<file path="src/rtl/mem_port_scheduler_pkg.sv">
// Shared types and constants for the unified memory port scheduler.
//   state_t     : scheduler FSM states (idle, serving data, serving fetch, halted)
//   grant_t     : which requester owns / last owned the memory port
//   FUNCT3_WORD : funct3 code for a full 32-bit word access, used for fetches
//   pick_grant  : arbitration rule between the fetch and data requesters
package mem_port_scheduler_pkg;

  typedef enum logic [1:0] {
    ST_IDLE   = 2'd0,
    ST_DATA   = 2'd1,
    ST_FETCH  = 2'd2,
    ST_HALTED = 2'd3
  } state_t;

  typedef enum logic {
    GRANT_FETCH = 1'b0,
    GRANT_DATA  = 1'b1
  } grant_t;

  localparam logic [2:0] FUNCT3_WORD = 3'b010;

  // A lone requester always wins. On a tie, the requester that was not served
  // last gets the port, so neither side can starve the other.
  function automatic grant_t pick_grant(input logic   if_req,
                                        input logic   d_req,
                                        input grant_t last_grant);
    grant_t sel;
    if (if_req && d_req) begin
      if (last_grant == GRANT_DATA) sel = GRANT_FETCH;
      else                          sel = GRANT_DATA;
    end else if (d_req) begin
      sel = GRANT_DATA;
    end else begin
      sel = GRANT_FETCH;
    end
    return sel;
  endfunction

endpackage

</file>
<file path="src/rtl/mem_port_scheduler_counter.sv">
// mem_lat_counter: loadable down-counter that times one memory access.
//   clk      : clock
//   rst      : asynchronous active-high reset, clears the count
//   load     : load load_val (has priority over dec)
//   load_val : value loaded at the start of an access
//   dec      : count down by one; holds at zero, never wraps
//   zero     : count is zero (last cycle of the access)
module mem_lat_counter
  import mem_port_scheduler_pkg::*;
#(
  parameter int W = 2
) (
  input  logic         clk,
  input  logic         rst,
  input  logic         load,
  input  logic [W-1:0] load_val,
  input  logic         dec,
  output logic         zero
);

  logic [W-1:0] cnt;

  // NOTE: clocked state is written with <= so every register samples the
  // values from before the edge, independent of statement order.
  always_ff @(posedge clk or posedge rst) begin
    if (rst) begin
      cnt <= '0;
    end else if (load) begin
      cnt <= load_val;
    end else if (dec && (cnt != '0)) begin
      cnt <= cnt - W'(1);
    end
  end

  assign zero = (cnt == '0);

endmodule

</file>
<file path="src/rtl/mem_port_scheduler.sv">
// mem_port_scheduler: time-shares a single-ported unified memory between
// instruction fetches and data loads/stores, stalls the pipeline while either
// side waits, and parks in a sticky halted state on the Halt control bit.
//   clk, rst                 : clock, asynchronous active-high reset
//   if_req/if_addr           : fetch request (held until if_ready) and PC
//   if_rdata/if_ready        : fetched word, valid during the 1-cycle ready pulse
//   d_read/d_write           : load/store request (held until d_ready)
//   d_addr/d_wdata/d_funct3  : data address, store data, access size/sign
//   d_rdata/d_ready          : load data, valid during the 1-cycle ready pulse
//   halt_in                  : Halt control bit from MEM/WB
//   mem_en/mem_we/mem_addr/mem_wdata/mem_funct3 : registered memory request
//   mem_rdata                : memory read data, valid in the last enabled cycle
//   stall                    : freeze PC and pipeline registers
//   halted                   : core halted (sticky until reset)
module mem_port_scheduler
  import mem_port_scheduler_pkg::*;
#(
  parameter int MEM_LAT = 2,
  parameter int AW      = 32
) (
  input  logic          clk,
  input  logic          rst,
  input  logic          if_req,
  input  logic [AW-1:0] if_addr,
  output logic [31:0]   if_rdata,
  output logic          if_ready,
  input  logic          d_read,
  input  logic          d_write,
  input  logic [AW-1:0] d_addr,
  input  logic [31:0]   d_wdata,
  input  logic [2:0]    d_funct3,
  output logic [31:0]   d_rdata,
  output logic          d_ready,
  input  logic          halt_in,
  output logic          mem_en,
  output logic          mem_we,
  output logic [AW-1:0] mem_addr,
  output logic [31:0]   mem_wdata,
  output logic [2:0]    mem_funct3,
  input  logic [31:0]   mem_rdata,
  output logic          stall,
  output logic          halted
);

  localparam int            CW       = $clog2(MEM_LAT + 1);
  localparam logic [CW-1:0] CNT_LOAD = CW'(MEM_LAT - 1);

  state_t state, state_nx;
  grant_t last_grant, grant_sel;
  logic   d_req;
  logic   grant;
  logic   in_access;
  logic   done;
  logic   cnt_zero;
  logic   halt_pend;
  logic   we_q;

  // A store wins over a load if both control bits are set.
  assign d_req     = d_read | d_write;
  assign in_access = (state == ST_DATA) || (state == ST_FETCH);
  assign done      = in_access && cnt_zero;

  mem_lat_counter #(.W(CW)) u_lat_cnt (
    .clk      (clk),
    .rst      (rst),
    .load     (grant),
    .load_val (CNT_LOAD),
    .dec      (in_access),
    .zero     (cnt_zero)
  );

  // State register.
  always_ff @(posedge clk or posedge rst) begin
    if (rst) state <= ST_IDLE;
    else     state <= state_nx;
  end

  // Next-state logic.
  always_comb begin
    // NOTE: every output of this block gets a default first, so no path can
    // leave it unassigned and infer a latch.
    state_nx  = state;
    grant     = 1'b0;
    grant_sel = pick_grant(if_req, d_req, last_grant);
    case (state)
      ST_IDLE: begin
        if (halt_in) begin
          state_nx = ST_HALTED;
        end else if (if_req || d_req) begin
          grant    = 1'b1;
          state_nx = (grant_sel == GRANT_DATA) ? ST_DATA : ST_FETCH;
        end
      end
      ST_DATA, ST_FETCH: begin
        // A halt seen during the access is honoured once the access is done.
        if (cnt_zero) state_nx = (halt_pend || halt_in) ? ST_HALTED : ST_IDLE;
      end
      ST_HALTED: state_nx = ST_HALTED;
      default:   state_nx = ST_IDLE;
    endcase
  end

  // Request latches, ready pulses and read-data capture.
  always_ff @(posedge clk or posedge rst) begin
    if (rst) begin
      // NOTE: these registers drive module outputs directly, so they are all
      // reset to give the memory and pipeline a defined view out of reset.
      last_grant <= GRANT_FETCH;
      halt_pend  <= 1'b0;
      we_q       <= 1'b0;
      mem_addr   <= '0;
      mem_wdata  <= '0;
      mem_funct3 <= FUNCT3_WORD;
      if_ready   <= 1'b0;
      d_ready    <= 1'b0;
      if_rdata   <= '0;
      d_rdata    <= '0;
    end else begin
      if_ready <= 1'b0;
      d_ready  <= 1'b0;

      if (grant) begin
        halt_pend <= 1'b0;
        if (grant_sel == GRANT_DATA) begin
          mem_addr   <= d_addr;
          mem_wdata  <= d_wdata;
          mem_funct3 <= d_funct3;
          we_q       <= d_write;
        end else begin
          mem_addr   <= if_addr;
          mem_funct3 <= FUNCT3_WORD;
          we_q       <= 1'b0;
        end
      end

      if (in_access && halt_in) halt_pend <= 1'b1;

      if (done) begin
        we_q <= 1'b0;
        if (state == ST_DATA) begin
          d_ready    <= 1'b1;
          d_rdata    <= mem_rdata;
          last_grant <= GRANT_DATA;
        end else begin
          if_ready   <= 1'b1;
          if_rdata   <= mem_rdata;
          last_grant <= GRANT_FETCH;
        end
      end
    end
  end

  // Outputs decoded from state; mem_en/mem_we depend only on registers, so
  // the memory never sees a combinational path from the requesters.
  always_comb begin
    mem_en = in_access;
    mem_we = in_access & we_q;
    halted = (state == ST_HALTED);
    stall  = (state == ST_HALTED) | (if_req & ~if_ready) | (d_req & ~d_ready);
  end

endmodule

</file>
<file path="config.mk">
export PLATFORM = sky130hd
export DESIGN_NAME = mem_port_scheduler
export DESIGN_NICKNAME = d
export VERILOG_FILES = /design/src/rtl/mem_port_scheduler_pkg.sv /design/src/rtl/mem_port_scheduler_counter.sv /design/src/rtl/mem_port_scheduler.sv
export SDC_FILE = /design/constraint.sdc
export NUM_CORES = 1
export LEC_CHECK = 0
export ABC_AREA = 1
export BUFFER_PORTS_ARGS = -buffer_cell sky130_fd_sc_hd__buf_2
export CORE_ASPECT_RATIO = 1.75
export CORE_MARGIN = 3
export CORE_UTILIZATION = 47
export DETAILED_ROUTE_END_ITERATION = 8
export PLACE_DENSITY = 0.8
export SLEW_MARGIN = 20
export SYNTH_ARGS = -nofsm -noshare
export SYNTH_HDL_FRONTEND = slang
export SYNTH_SLANG_ARGS = --single-unit
</file>
<file path="constraint.sdc">
create_clock -name clk -period 5.2 [get_ports clk]
set_clock_uncertainty 0.2 [all_clocks]
set_input_delay 0.26 -clock clk [delete_from_list [all_inputs] [get_ports clk]]
set_output_delay 0.26 -clock clk [all_outputs]
set_load 0.02 [all_outputs]
</file>
==> results.cfg <==
[yosys]
synth.cell_area_mm2 = 0.00604
yosysUniqueCellTypes = 20
async_reset_ff_share_pct = 100
synth_common_cells = nand2_1, dfrtp_1, inv_1
ys.flop_type = dfrtp_1
syn_inst = 701
synth.most_common_cell = nand2_1
synth_area_leaders = dfrtp_1, nand2_1, inv_1, o21ai_1, o21ai_2
synth_mux_area_share_pct = 0
synth_top_family_by_area = simple AND/OR/NAND/NOR gates
synth_nets = 843
synth_area_per_cell_um2 = 8.61
ys.warnings.count = 0
yosysSeqAreaShare_pct = 58.0
synthAdderAreaFrac_pct = 1.04
synth_top_area_share_pct = 57.6
synth_compound_area_share_pct = 10.0
synth_xor_area_share_pct = 0
ys_ff_latch = 140
synth_edf_count = 0
yosys.area_share.simple_pct = 21.4
synth_top_cell_by_area = dfrtp_1

[clocking]
clockBufferDepth = 2
htree_levels = 4
post_cts_buffers = 0
numCtsBuffers = 17
clkTransAtPathRegs_ps = 60
insertion_delay_ps = 410
cts_resized = 0
cts_tree = done
clockRootBuffer = clkbuf_16
cts_sinks = 140

[sta]
finalHoldViolCount = 0
slew_headroom_pct = 35.3
finalCriticalPeriod_ps = 3140
timing.final.crit_share_pct = 60.3
finalSetupTns_ps = 0
setup_viol = 0
finalMaxSlewViolations = 0
hold_ws_ps = 33.8
rsz0062_at_grt = false
max_freq_ghz = 0.319
tightest_slew_ps = 969

[cells_and_area]
multiInputGateArea_mm2 = 0.00197
fin_cells = 1275
n_fill_cell = 798
ff_latch_area_mm2 = 0.00350
area_delta_synth_final_pct = 54.7
final_util_pct = 74.8
drive_above_1_share_pct = 30.8
final_area_mm2 = 0.00934
nNetsFinal = 1238
antennaDiodeCount = 0

[pwr]
p_per_area_mw_per_mm2 = 631
power.leakage_nw = 5.22
ir_drop_mv = 0.595

[route]
drtIter0Drc = 363
wl_per_cell_um = 15.0
num_vias = 6188
ant_nets = 0
firstDrtPassIters = 5
wirelength_um = 19100
drc_errors = 0
viasPerCell = 4.85

[grt]
grt_overflow = 0
grt_pass1_vias = 6379
grt.total_usage_pct = 27.0
antenna_found_initial = 0
grt_first_pass_wirelength_um = 30600
grt_max_degree = 78

[run]
maxCapViolCount = 0

[setup_path]
cp_data_required_time_ps = 5340
cp_cell_sequence = dlygate4sd3_1 > buf_2 > inv_1 > nand2_1 > inv_1 > nand2_2 > inv_2 > nand2_1 > o21ai_1 > dlygate4sd3_1
critical_path.top_delay_family = buffers and inverters
crit_slowest_cell = inv_2
cp.arrival_ps = 3280
critPathBufInv = 6
critPathMaxStageDelay_ps = 650
crit_path_start_kind = input pin
critical_path_class = in -> reg
setup.worst_path.end_class = flip-flop
critPathMaxFanout = 39

[floorplanning]
start_util_pct = 48.3
die_w_um = 91.7
die_area_mm2 = 0.0143
core_mm2 = 0.0125
rows = 54
die_height_um = 156
pin_count = 274

[run_status]
outcome = complete, no violations

[hold_path]
holdCritPathClass = in -> reg

[place]
place_area_mm2 = 0.00739
place_inst = 1112
port_buffers = 273
routabilityCongestion = 0.813
dpl.hpwl_um = 11300
metal layers:
metal	vias to the layer above	global-route usage, %	part of all wire [%]
met2	302	47.6	53
li1	2911	-	-
met5	-	0	0
met3	74	6.85	6.7
met4	0	15.5	5.0
met1	2901	29.0	35
state kept, by name, indices dropped and copies added (netlist names), 2 cells and up:
register / cells
if_rdata: 32
u_lat_cnt.cnt: 2
mem_funct3: 3
state: 2
mem_addr: 32
d_rdata: 32
mem_wdata: 32
through the flow:
step / total power [mW] / setup WS, ps
floorplan: 3.53 / 989
CTS: 5.86 / 2150
global placement: 4.23 / 2600
finish: 5.90 / 2060
global route: 6.27 / 1880
detailed placement: 4.32 / 2590
layout by cell type (no fill, tap or decap), types with 2 or more instances in the layout:
cell	count
nor2_4	3
o21ai_2	23
buf_2	273
clkbuf_16	17
nand3_1	2
nand2_1	291
clkinv_2	2
dlygate4sd3_1	133
bufinv_16	4
inv_2	4
inv_6	3
nor2_1	39
buf_4	3
inv_1	79
nand2_2	2
o21ai_1	54
dfrtp_1	139
ha_1	5
o21ai_0	22
clkinv_4	3
kinds of logic after synthesis:
group,Yosys count
AND/OR/NAND/NOR,337
flip-flops,140
adder cells (fa/ha/maj),5
AO/OA/AOI/OAI,102
buffers and inverters,117
worst register-to-register path, stage by stage (launching register included):
cell           delay [ps]
dfrtp_1               390
inv_1                 110
ha_1                  150
nand2_1               110
inv_1                  90
nand2_2               440
inv_2                 650
nand2_1               140
o21ai_1               180
dlygate4sd3_1         590
report_power, final:
group          internal [mW]  switching (mW)
registers               1.62           0.290
logic                  0.988            1.71
clock network          0.804           0.475
total                   3.42            2.48
final timing paths:
check	start	end	slack, ps	depth (start not counted)
setup / recovery	halt_in	mem_addr[13]$_DFFE_PP0P_	2060	10
hold / removal	if_addr[29]	mem_addr[29]$_DFFE_PP0P_	30	5
setup reg to reg	state[1]$_DFFE_PP0P_	mem_addr[13]$_DFFE_PP0P_	2100	9
hold reg to reg	mem_wdata[22]$_DFFE_PP0P_	mem_wdata[22]$_DFFE_PP0P_	270	2
max in group asynchronous	rst	mem_wdata[26]$_DFFE_PP0P_	3200	4
min in group asynchronous	rst	d_rdata[8]$_DFFE_PP0P_	300	3
cell type report:
cell class                      instances  area share [%]
Multi-Input combinational cell        444            21.1
Inverter                               84            3.43
Timing Repair Buffer                  409            29.1
Clock inverter                         13            2.06
Sequential cell                       140            37.5
Tap cell                              168            2.25
Clock buffer                           17            4.55
timing repair:
| action | CTS | global route |
|---|---|---|
| endpoints found under the hold margin | 208 | 0 |
| hold buffers | 133 | 0 |
| setup endpoints to repair | 0 | 0 |
Power figures use the tool's default switching activity.
